$ cat src/rtl/tank_bullet_if.sv
// rtl/tank_bullet_if.sv - Tank-side and bullet-side signal bundle for tank_bullet
//
// Purpose: groups the tank/keyboard inputs and the bullet outputs of one
// player's projectile controller.
// Signals:
//   keycode[7:0]       keyboard code (master -> slave)
//   tank_x/tank_y[9:0] owning tank centre (master -> slave)
//   tank_dir[1:0]      tank facing: 00 left, 01 right, 10 down, 11 up
//   barrier_collision  bullet overlaps a barrier (master -> slave)
//   enemy_hit          bullet overlaps the enemy tank (master -> slave)
//   bullet_x/y[9:0]    bullet centre (slave -> master)
//   bullet_dir[1:0]    bullet travel direction (slave -> master)
//   bullet_active      bullet drawn and live (slave -> master)
//   hit_pulse          one-frame enemy-hit pulse (slave -> master)
//   cooldown           reload in progress (slave -> master)
interface tank_bullet_if;
  logic [7:0] keycode;
  logic [9:0] tank_x;
  logic [9:0] tank_y;
  logic [1:0] tank_dir;
  logic       barrier_collision;
  logic       enemy_hit;
  logic [9:0] bullet_x;
  logic [9:0] bullet_y;
  logic [1:0] bullet_dir;
  logic       bullet_active;
  logic       hit_pulse;
  logic       cooldown;

  modport master (
    output keycode, tank_x, tank_y, tank_dir, barrier_collision, enemy_hit,
    input  bullet_x, bullet_y, bullet_dir, bullet_active, hit_pulse, cooldown
  );

  modport slave (
    input  keycode, tank_x, tank_y, tank_dir, barrier_collision, enemy_hit,
    output bullet_x, bullet_y, bullet_dir, bullet_active, hit_pulse, cooldown
  );
endinterface

$ cat src/rtl/tank_bullet.sv
// rtl/tank_bullet.sv - Single-bullet projectile controller for one player tank
//
// Purpose: launches one bullet per fire-key press from the tank muzzle,
// advances it once per frame, retires it on enemy hit, barrier hit or
// playfield edge, then holds off further shots for a reload period.
// Ports:
//   Reset      asynchronous active-high reset
//   frame_clk  one rising edge per video frame
//   bus        tank_bullet_if.slave: tank/keyboard inputs, bullet outputs
// Optional feature macro: BULLET_BOUNCE_EN
//   defined   - the first playfield edge in a flight reverses the bullet
//               (position held that frame); the second edge retires it
//   undefined - any playfield edge retires the bullet
module tank_bullet #(
  parameter logic [7:0] FIRE_KEY        = 8'd40,
  parameter int         BULLET_STEP     = 4,
  parameter int         MUZZLE_OFFSET   = 10,
  parameter int         COOLDOWN_FRAMES = 30,
  parameter int         X_MIN           = 1,
  parameter int         X_MAX           = 639,
  parameter int         Y_MIN           = 1,
  parameter int         Y_MAX           = 479
) (
  input  logic         Reset,
  input  logic         frame_clk,
  tank_bullet_if.slave bus
);

  localparam int CW = (COOLDOWN_FRAMES > 1) ? $clog2(COOLDOWN_FRAMES) : 1;
  localparam logic [CW-1:0] CD_LOAD = CW'(COOLDOWN_FRAMES - 1);

  // All bounds arithmetic is 11 bits wide so offsets never wrap.
  localparam logic [10:0] MO         = 11'(MUZZLE_OFFSET);
  localparam logic [10:0] STEP       = 11'(BULLET_STEP);
  localparam logic [10:0] XMAX       = 11'(X_MAX);
  localparam logic [10:0] YMAX       = 11'(Y_MAX);
  localparam logic [10:0] SPAWN_MINX = 11'(X_MIN + MUZZLE_OFFSET);
  localparam logic [10:0] SPAWN_MINY = 11'(Y_MIN + MUZZLE_OFFSET);
  localparam logic [10:0] STEP_MINX  = 11'(X_MIN + BULLET_STEP);
  localparam logic [10:0] STEP_MINY  = 11'(Y_MIN + BULLET_STEP);

  typedef enum logic [1:0] {IDLE, FLIGHT, COOLDOWN} state_t;

  state_t      state;
  logic [CW-1:0] cd_cnt;
  logic        fire_prev;
  logic [9:0]  bx, by;
  logic [1:0]  bdir;
  logic        active, hit, cd;
`ifdef BULLET_BOUNCE_EN
  logic        bounce_used;
`endif

  logic        fire_now, fire_req;
  logic [10:0] tx, ty, mx, my, bx11, by11, nx, ny;
  logic        spawn_ok, at_edge;

  assign fire_now = (bus.keycode == FIRE_KEY);
  assign fire_req = fire_now & ~fire_prev;

  assign tx   = {1'b0, bus.tank_x};
  assign ty   = {1'b0, bus.tank_y};
  assign bx11 = {1'b0, bx};
  assign by11 = {1'b0, by};

  // Muzzle position and spawn validity from the live tank pose.
  always_comb begin
    mx       = tx;
    my       = ty;
    spawn_ok = 1'b1;
    case (bus.tank_dir)
      2'b00: begin mx = tx - MO; spawn_ok = (tx >= SPAWN_MINX);  end
      2'b01: begin mx = tx + MO; spawn_ok = (tx + MO <= XMAX);   end
      2'b10: begin my = ty + MO; spawn_ok = (ty + MO <= YMAX);   end
      default: begin my = ty - MO; spawn_ok = (ty >= SPAWN_MINY); end
    endcase
  end

  // Next position and edge test from the registered bullet state.
  always_comb begin
    nx      = bx11;
    ny      = by11;
    at_edge = 1'b0;
    case (bdir)
      2'b00: begin nx = bx11 - STEP; at_edge = (bx11 < STEP_MINX);      end
      2'b01: begin nx = bx11 + STEP; at_edge = (bx11 + STEP > XMAX);    end
      2'b10: begin ny = by11 + STEP; at_edge = (by11 + STEP > YMAX);    end
      default: begin ny = by11 - STEP; at_edge = (by11 < STEP_MINY);    end
    endcase
  end

  always_ff @(posedge frame_clk or posedge Reset) begin
    if (Reset) begin
      state     <= IDLE;
      cd_cnt    <= '0;
      fire_prev <= 1'b0;
      bx        <= '0;
      by        <= '0;
      bdir      <= 2'b00;
      active    <= 1'b0;
      hit       <= 1'b0;
      cd        <= 1'b0;
`ifdef BULLET_BOUNCE_EN
      bounce_used <= 1'b0;
`endif
    end else begin
      fire_prev <= fire_now;
      hit       <= 1'b0;
      case (state)
        IDLE: begin
          active <= 1'b0;
          if (fire_req) begin
            bdir <= bus.tank_dir;
            if (spawn_ok) begin
              bx     <= mx[9:0];
              by     <= my[9:0];
              active <= 1'b1;
              state  <= FLIGHT;
`ifdef BULLET_BOUNCE_EN
              bounce_used <= 1'b0;
`endif
            end else begin
              // Muzzle would sit outside the playfield: burn the shot.
              cd_cnt <= CD_LOAD;
              cd     <= 1'b1;
              state  <= COOLDOWN;
            end
          end
        end
        FLIGHT: begin
          if (bus.enemy_hit) begin
            hit    <= 1'b1;
            active <= 1'b0;
            cd_cnt <= CD_LOAD;
            cd     <= 1'b1;
            state  <= COOLDOWN;
          end else if (bus.barrier_collision) begin
            active <= 1'b0;
            cd_cnt <= CD_LOAD;
            cd     <= 1'b1;
            state  <= COOLDOWN;
          end else if (at_edge) begin
`ifdef BULLET_BOUNCE_EN
            if (!bounce_used) begin
              bdir        <= {bdir[1], ~bdir[0]};
              bounce_used <= 1'b1;
            end else begin
              active <= 1'b0;
              cd_cnt <= CD_LOAD;
              cd     <= 1'b1;
              state  <= COOLDOWN;
            end
`else
            active <= 1'b0;
            cd_cnt <= CD_LOAD;
            cd     <= 1'b1;
            state  <= COOLDOWN;
`endif
          end else begin
            bx <= nx[9:0];
            by <= ny[9:0];
          end
        end
        COOLDOWN: begin
          // Entry frame plus COOLDOWN_FRAMES-1 decrements keeps cd high
          // for exactly COOLDOWN_FRAMES frames.
          if (cd_cnt == '0) begin
            cd    <= 1'b0;
            state <= IDLE;
          end else begin
            cd_cnt <= cd_cnt - 1'b1;
          end
        end
        default: state <= IDLE;
      endcase
    end
  end

  assign bus.bullet_x      = bx;
  assign bus.bullet_y      = by;
  assign bus.bullet_dir    = bdir;
  assign bus.bullet_active = active;
  assign bus.hit_pulse     = hit;
  assign bus.cooldown      = cd;

endmodule

$ cat src/flat_wrapper.sv
// flat-port wrapper written by rule: the top's interface ports become plain ports
module tank_bullet_flat 
#(
  parameter logic [7:0] FIRE_KEY        = 8'd40,
  parameter int         BULLET_STEP     = 4,
  parameter int         MUZZLE_OFFSET   = 10,
  parameter int         COOLDOWN_FRAMES = 30,
  parameter int         X_MIN           = 1,
  parameter int         X_MAX           = 639,
  parameter int         Y_MIN           = 1,
  parameter int         Y_MAX           = 479
)
  (Reset, frame_clk, bus_keycode, bus_tank_x, bus_tank_y, bus_tank_dir, bus_barrier_collision, bus_enemy_hit, bus_bullet_x, bus_bullet_y, bus_bullet_dir, bus_bullet_active, bus_hit_pulse, bus_cooldown);
  tank_bullet_if bus_i ();
  input  logic Reset;
  input  logic frame_clk;
  input wire logic [$bits(bus_i.keycode)-1:0] bus_keycode;
  input wire logic [$bits(bus_i.tank_x)-1:0] bus_tank_x;
  input wire logic [$bits(bus_i.tank_y)-1:0] bus_tank_y;
  input wire logic [$bits(bus_i.tank_dir)-1:0] bus_tank_dir;
  input wire logic [$bits(bus_i.barrier_collision)-1:0] bus_barrier_collision;
  input wire logic [$bits(bus_i.enemy_hit)-1:0] bus_enemy_hit;
  output wire logic [$bits(bus_i.bullet_x)-1:0] bus_bullet_x;
  output wire logic [$bits(bus_i.bullet_y)-1:0] bus_bullet_y;
  output wire logic [$bits(bus_i.bullet_dir)-1:0] bus_bullet_dir;
  output wire logic [$bits(bus_i.bullet_active)-1:0] bus_bullet_active;
  output wire logic [$bits(bus_i.hit_pulse)-1:0] bus_hit_pulse;
  output wire logic [$bits(bus_i.cooldown)-1:0] bus_cooldown;
  assign bus_i.keycode = bus_keycode;
  assign bus_i.tank_x = bus_tank_x;
  assign bus_i.tank_y = bus_tank_y;
  assign bus_i.tank_dir = bus_tank_dir;
  assign bus_i.barrier_collision = bus_barrier_collision;
  assign bus_i.enemy_hit = bus_enemy_hit;
  assign bus_bullet_x = bus_i.bullet_x;
  assign bus_bullet_y = bus_i.bullet_y;
  assign bus_bullet_dir = bus_i.bullet_dir;
  assign bus_bullet_active = bus_i.bullet_active;
  assign bus_hit_pulse = bus_i.hit_pulse;
  assign bus_cooldown = bus_i.cooldown;
  tank_bullet #(.FIRE_KEY(FIRE_KEY), .BULLET_STEP(BULLET_STEP), .MUZZLE_OFFSET(MUZZLE_OFFSET), .COOLDOWN_FRAMES(COOLDOWN_FRAMES), .X_MIN(X_MIN), .X_MAX(X_MAX), .Y_MIN(Y_MIN), .Y_MAX(Y_MAX)) u_core (.Reset(Reset), .frame_clk(frame_clk), .bus(bus_i));
endmodule
$ cat config.mk
export PLATFORM = sky130hd
export DESIGN_NAME = tank_bullet_flat
export DESIGN_NICKNAME = d
export VERILOG_FILES = /design/src/rtl/tank_bullet_if.sv /design/src/rtl/tank_bullet.sv /design/src/flat_wrapper.sv
export SDC_FILE = /design/constraint.sdc
export NUM_CORES = 1
export LEC_CHECK = 0
export ABC_CLOCK_PERIOD_IN_PS = 6020
export CAP_MARGIN = 10
export CORE_MARGIN = 2
export CORE_UTILIZATION = 60
export CTS_BUF_LIST = sky130_fd_sc_hd__clkbuf_8
export CTS_CLUSTER_SIZE = 40
export DETAILED_ROUTE_END_ITERATION = 7
export GPL_TIMING_DRIVEN = 0
export MAX_ROUTING_LAYER = met4
export PLACE_DENSITY = 0.89
export SYNTH_ARGS = -nofsm -noshare
export SYNTH_HDL_FRONTEND = slang
export SYNTH_SLANG_ARGS = --single-unit
$ cat constraint.sdc
create_clock -name frame_clk -period 6.02 [get_ports frame_clk]
set_clock_uncertainty 0.05 [all_clocks]
set_input_delay 0.903 -clock frame_clk [delete_from_list [all_inputs] [get_ports frame_clk]]
set_output_delay 0.903 -clock frame_clk [all_outputs]
set_load 0.01 [all_outputs]
-- After elaboration in Yosys (flattened, before gate mapping)
Cells that the tools add are included.
- register bits: 33
- bits of input ports: 34
- output and inout bits: 25
- word-level logic and storage cells: 108
- $add $sub $neg: 9
- order comparisons: 8
- equality and inequality tests: 18
- multiplexer cells: 47
- bitwise operators: 2
- reduce and logical (&&, ||, !) cells: 15
- operator list (cell ; count):
    case mux 10 bit (2 select lines) ; 6
    2-to-1 mux 10 bit ; 10
    2-to-1 mux 5 bit ; 6
    adder 10 x 3 -> 11 bit, second input constant ; 2
    adder 10 x 4 -> 11 bit, second input constant ; 2
    >= comparator 10 x 4 -> 1 bit, second input constant ; 2
    less-than comparator 10 x 3 -> 1 bit, second input constant ; 2
    subtractor 10 x 3 -> 10 bit, second input constant ; 2
    subtractor 10 x 4 -> 10 bit, second input constant ; 2
    case mux 5 bit (3 select lines) ; 1
    AND reduction 7 bit ; 2
    2-to-1 mux 1 bit ; 13
    2-to-1 mux 2 bit ; 6
    inequality test 2 bit, second input constant ; 6
    > comparator 11 x 10 -> 1 bit, second input constant ; 1
    > comparator 11 x 9 -> 1 bit, second input constant ; 1
    less-or-equal comparator 11 x 10 -> 1 bit, second input constant ; 1
    less-or-equal comparator 11 x 9 -> 1 bit, second input constant ; 1
    AND reduction 5 bit ; 2
    case mux 1 bit (3 select lines) ; 3
    equality test 8 x 6 -> 1 bit, second input constant ; 1
    equality test 2 x 1 -> 1 bit, second input constant ; 3
    equality test 2 bit, second input constant ; 3
    zero test 2 bit ; 3
    other kinds (14) ; 18

-- Logic depth before layout (Yosys ltp)
- depth after elaboration: 7
- gate-level depth with buffers: 12
- mapped depth without buffers: 10

-- Worst setup path after synthesis
OpenSTA, ideal clock, no wires.
- path kind: input -> register
- from: input port bus_tank_y[2]
- to: register u_core.by[2] (netlist: u_core.bus.bullet_y[2])
- setup time: 0.124 ns
- data arrival time: 2.998 ns
- required time: 5.846 ns
- slack: 2.848 ns
- stages on the path: 11
- path buffers: 2
- path through: clkbuf_1 -> inv_1 -> ha_1 -> nor2b_1 -> a2111oi_0 -> a211oi_1 -> o211a_1 -> a211oi_2 -> buf_6 -> a2111oi_2 -> a211o_1
- word-level cells in the longest chain between the ends: 5
- elaborated cells between the ends (all ways): 11
- classes of those cells: add/sub (2); order compare (2); eq/ne (1); mux (5); reduce/logical (1)
- RTL lines (what ; RTL line ; text):
    from (decl) ; flat_wrapper.sv:19 ; input wire logic [$bits(bus_i.tank_y)-1:0] bus_tank_y;
    adder 10 x 4 -> 11 bit or subtractor 10 x 4 -> 10 bit (tied branches) ; tank_bullet.sv:74, tank_bullet.sv:75 ;
    less-or-equal comparator 11 x 9 -> 1 bit or case mux 10 bit (2 select lines) (tied branches) ; tank_bullet.sv:74, tank_bullet.sv:71 ;
    case mux 1 bit (3 select lines) or 2-to-1 mux 10 bit (tied branches) ; tank_bullet.sv:71, tank_bullet.sv:114 ;
    inequality test 2 x 1 -> 1 bit (no line) or 2-to-1 mux 10 bit (tied branches) ; -- ;
    AND reduction 7 bit (no line) or case mux 10 bit (2 select lines) (tied branches) ; -- ;
    to (signal assigned) ; tank_bullet.sv:116 ; by <= my[9:0];
    to (signal assigned) ; tank_bullet.sv:161 ; by <= ny[9:0];
    to (decl) ; tank_bullet.sv:47 ; logic [9:0] bx, by;
Several ways; a longest one is shown, not always the timed one. The select of a mux whose other input is x is not followed.
A chain may end at the register's enable or synchronous reset.

-- Worst setup path in the final report
- from: input port bus_tank_y[2]
- to: register u_core.by[8] (netlist: u_core.bus.bullet_y[8])
The elaborated chain is that of the path after synthesis.

==> flow_summary.json <==
{
  "crit_chain": "clkdlybuf4s50_1 > clkbuf_1 > inv_1 > ha_1 > nor2b_1 > a2111oi_0 > a211oi_1 > o211a_1 > a211oi_2 > buf_2 > a211oi_1 > o22ai_1",
  "gp_routability_congestion": 0.980,
  "coreArea_mm2": 0.00557,
  "crit_path_max_incr_delay_ps": 500,
  "synthArstFlopShare_pct": 100,
  "dp_slack_ps": 1980,
  "intPower_mw": 0.526,
  "run_status": "finished clean",
  "place.detailed.instances": 569,
  "grt_util_all_layers_pct": 33.4,
  "power.ir.vdd_worst_mv": 0.123,
  "first_global_vias": 3562,
  "clock_insertion_delay_worst_skew_ps": 290,
  "pin_count": 59,
  "synth_fp_nets": 494,
  "route.detailed.drc": 0,
  "row_count": 27,
  "rsz0062_at_grt": "false",
  "pwr-share-clk_pct": 27.1,
  "least_setup_slack_across_all_paths_after_layout_ps": 2240,
  "achievable-frequency_ghz": 0.264,
  "cts.sinks": 33,
  "proportion_of_synthesized_chip_area_in_sequential_cells_pct": 23.5,
  "worst-slew-pin-transition_ps": 586,
  "fillerInstances": 427,
  "switchingPower_mw": 0.291,
  "syn-mean-instance-area_um2": 7.92,
  "p_comb_share_pct": 35.9,
  "swShare_pct": 35.6,
  "worstPathRequired_ps": 6180,
  "min_period_ps": 3780,
  "synth_top_area_share_pct": 23.5,
  "seqPwrFrac_pct": 37.1,
  "yosys_register_bits": 33,
  "die-area_mm2": 0.00649,
  "cts_resized": 0,
  "finalCritPeriodShare_pct": 62.8,
  "fp.dieW_um": 80.6,
  "yosys.cell_types.count": 72,
  "timing.critical_path.arrival_ps": 3940,
  "layout.nets": 554,
  "cts_tree": "yes",
  "finalMaxSlewViolations": 0,
  "post-dp-hpwl_mm": 7.75,
  "yosys_warnings": 0,
  "drt_pass1_iterations": 6,
  "detailedRoute.firstIterationViolations": 541,
  "netlist_top_cells_area": "sky130_fd_sc_hd__dfrtp_1 (23%), sky130_fd_sc_hd__ha_1 (5.7%), sky130_fd_sc_hd__xnor2_1 (3.7%)",
  "grt_overflow": 0,
  "grt_antenna_before_repair": 0,
  "critical_path_start_end_classification": "in2reg",
  "crit_path_top_delay_cell": "sky130_fd_sc_hd__clkdlybuf4s50_1",
  "vias": 3817,
  "mappedNetlistArea_mm2": 0.00352,
  "place.port_buffers": 52,
  "synth_cells": 444,
  "max_cap_violations": 0,
  "layout-area-overhead-vs-synth_pct": 21.6,
  "max-slew-margin-rel_pct": 61.0,
  "dpl-instance-area_mm2": 0.00416,
  "cts.repair_timing.setup_buffer_count": 0,
  "htree_levels": 2,
  "grt_max_degree": 25,
  "worstPathMaxFanout": 10,
  "startpoint_type": "input pin",
  "cts.clk_slew.worst_paths_ps": 70,
  "critPathTopFamily": "compound AO/OA/AOI/OAI gates",
  "layout-drive-gt1-share_pct": 9.11,
  "floorplan.initialDensity_pct": 63.1,
  "floorplan.die.height_um": 80.6,
  "leakage_power_nw": 1.74,
  "cp.buffers_inverters": 4,
  "layout.cell_area.non_filler_mm2": 0.00428,
  "avgViaCountPerCell": 6.62,
  "synth.largest_area_cell": "sky130_fd_sc_hd__dfrtp_1",
  "cp_common_cell": "sky130_fd_sc_hd__a211oi_1",
  "first_pass_grt_wire_length_mm": 16.6,
  "number_of_buffers_inserted_during_clock_tree_synthesis": 5,
  "utilization_pct": 76.7,
  "totalNegativeSetupSlack_ps": 0,
  "layout.cells.non_filler": 577,
  "dominantRegCellSynth": "sky130_fd_sc_hd__dfrtp_1",
  "endpoint_kind": "register",
  "detail_route.wirelength_mm": 10.3,
  "per_cell_routed_wire_length_um": 17.8,
  "ctsHoldBuffers": 0,
  "report.final.hold_viol_count": 0,
  "clock_path_buffers": 2,
  "edff_count_synth": 0,
  "antenna_violating_nets_post_route": 0,
  "worst_hold_path_type": "reg2reg",
  "setup_viol": 0,
  "pwr_density_cell_mw_per_mm2": 191,
  "clock-root-buffer": "sky130_fd_sc_hd__clkbuf_8",
  "antenna_cells": 0
}
==> state kept, by name (all words and copies together), names as in the netlist <==
| name | flops |
|---|---|
| u_core.bus.bullet_active | 1 |
| u_core.bus.bullet_dir | 2 |
| u_core.bus.bullet_x | 10 |
| u_core.bus.bullet_y | 10 |
| u_core.bus.cooldown | 1 |
| u_core.bus.hit_pulse | 1 |
| u_core.cd_cnt | 5 |
| u_core.fire_prev | 1 |
| u_core.state | 2 |
==> metrics by stage <==
stage          power (mW)  hold slack (ps)
6_report            0.816              477
5_1_grt             0.854              524
4_1_cts             0.810              473
3_5_place_dp        0.591              467
3_3_place_gp        0.574              453
2_1_floorplan       0.476              433
==> power groups by stage <==
stage | clock [mW] | sequential (mW) | combinational (mW)
4_1_cts | 0.220 | 0.301 | 0.289
5_1_grt | 0.227 | 0.307 | 0.319
6_report | 0.221 | 0.303 | 0.293
2_1_floorplan | 0 | 0.299 | 0.176
3_3_place_gp | 0 | 0.301 | 0.273
3_5_place_dp | 0 | 0.304 | 0.287
==> path summary, 6_finish.rpt <==
path                                                     from                                 end  slack [ps]  cells past startpoint
max in group asynchronous                               Reset  u_core.bus.bullet_x[7]$_DFFE_PP0P_        4570                      3
setup / recovery                                bus_tank_y[2]  u_core.bus.bullet_y[8]$_DFFE_PP0P_        2240                     12
setup reg to reg           u_core.bus.bullet_y[2]$_DFFE_PP0P_  u_core.bus.bullet_y[8]$_DFFE_PP0P_        2630                     12
hold / removal                   u_core.cd_cnt[0]$_DFFE_PP0P_        u_core.cd_cnt[0]$_DFFE_PP0P_         480                      1
hold reg to reg                  u_core.cd_cnt[0]$_DFFE_PP0P_        u_core.cd_cnt[0]$_DFFE_PP0P_         480                      1
min in group asynchronous                               Reset  u_core.bus.bullet_y[3]$_DFFE_PP0P_         860                      2
==> layer usage <==
metal / wire [um] / vias to the layer above / track usage (%)
met5: 0 / - / -
met3: 764 / 46 / 5.62
li1: - / 1773 / -
met1: 4400 / 1792 / 42.8
met4: 330 / 0 / 13.9
met2: 4760 / 206 / 52.5
==> area by class of cell <==
type	instances	area (um2)	area share (%)
inverter	26	97.6	2.28
multi-input combinational	351	2440	57.1
sequential	33	826	19.3
tap	72	90.1	2.11
buffer	34	153	3.57
clock buffer	6	82.6	1.93
clock inverter	2	37.5	0.878
timing repair buffer	53	548	12.8
==> layout by cell type, fill, tap and decap left out, types with 15 or more instances in the layout <==
cell type                         synthesis  routed
sky130_fd_sc_hd__clkdlybuf4s50_1          0      52
sky130_fd_sc_hd__clkbuf_1                17      17
sky130_fd_sc_hd__nand2b_1                16      16
sky130_fd_sc_hd__a211oi_1                15      15
sky130_fd_sc_hd__o21ai_0                 16      16
sky130_fd_sc_hd__xnor2_1                 15      15
sky130_fd_sc_hd__nor2_1                  26      26
sky130_fd_sc_hd__nand2_1                 34      34
sky130_fd_sc_hd__ha_1                    16      16
sky130_fd_sc_hd__inv_1                   25      25
sky130_fd_sc_hd__dfrtp_1                 33      33
==> kinds of logic after synthesis <==
group | share of synthesized area [%]
xor+xnor | 5.73
flops | 23.5
buf+inv | 7.11
compound gates | 27.4
simple gates | 27.5
mux | 3.06
fa+ha+maj | 5.69
==> synthesized netlist by cell type (5+ instances only) <==
| master | instances |
|---|---|
| sky130_fd_sc_hd__nand2_1 | 34 |
| sky130_fd_sc_hd__dfrtp_1 | 33 |
| sky130_fd_sc_hd__nor2_1 | 26 |
| sky130_fd_sc_hd__inv_1 | 25 |
| sky130_fd_sc_hd__clkbuf_1 | 17 |
| sky130_fd_sc_hd__ha_1 | 16 |
| sky130_fd_sc_hd__nand2b_1 | 16 |
| sky130_fd_sc_hd__o21ai_0 | 16 |
| sky130_fd_sc_hd__a211oi_1 | 15 |
| sky130_fd_sc_hd__xnor2_1 | 15 |
| sky130_fd_sc_hd__a21oi_1 | 14 |
| sky130_fd_sc_hd__buf_2 | 14 |
| sky130_fd_sc_hd__nor3_1 | 14 |
| sky130_fd_sc_hd__nand3_1 | 12 |
| sky130_fd_sc_hd__nor2b_1 | 11 |
| sky130_fd_sc_hd__o22ai_1 | 11 |
| sky130_fd_sc_hd__nand4_1 | 10 |
| sky130_fd_sc_hd__xor2_1 | 8 |
| sky130_fd_sc_hd__a31oi_1 | 6 |
| sky130_fd_sc_hd__and3_1 | 6 |
| sky130_fd_sc_hd__mux2_2 | 6 |
| sky130_fd_sc_hd__or3_1 | 6 |
| sky130_fd_sc_hd__a221oi_1 | 5 |
| sky130_fd_sc_hd__a2bb2oi_1 | 5 |
| sky130_fd_sc_hd__and2_1 | 5 |
| sky130_fd_sc_hd__o211ai_1 | 5 |
| sky130_fd_sc_hd__o31ai_1 | 5 |
(Power assumes the default switching activity.)
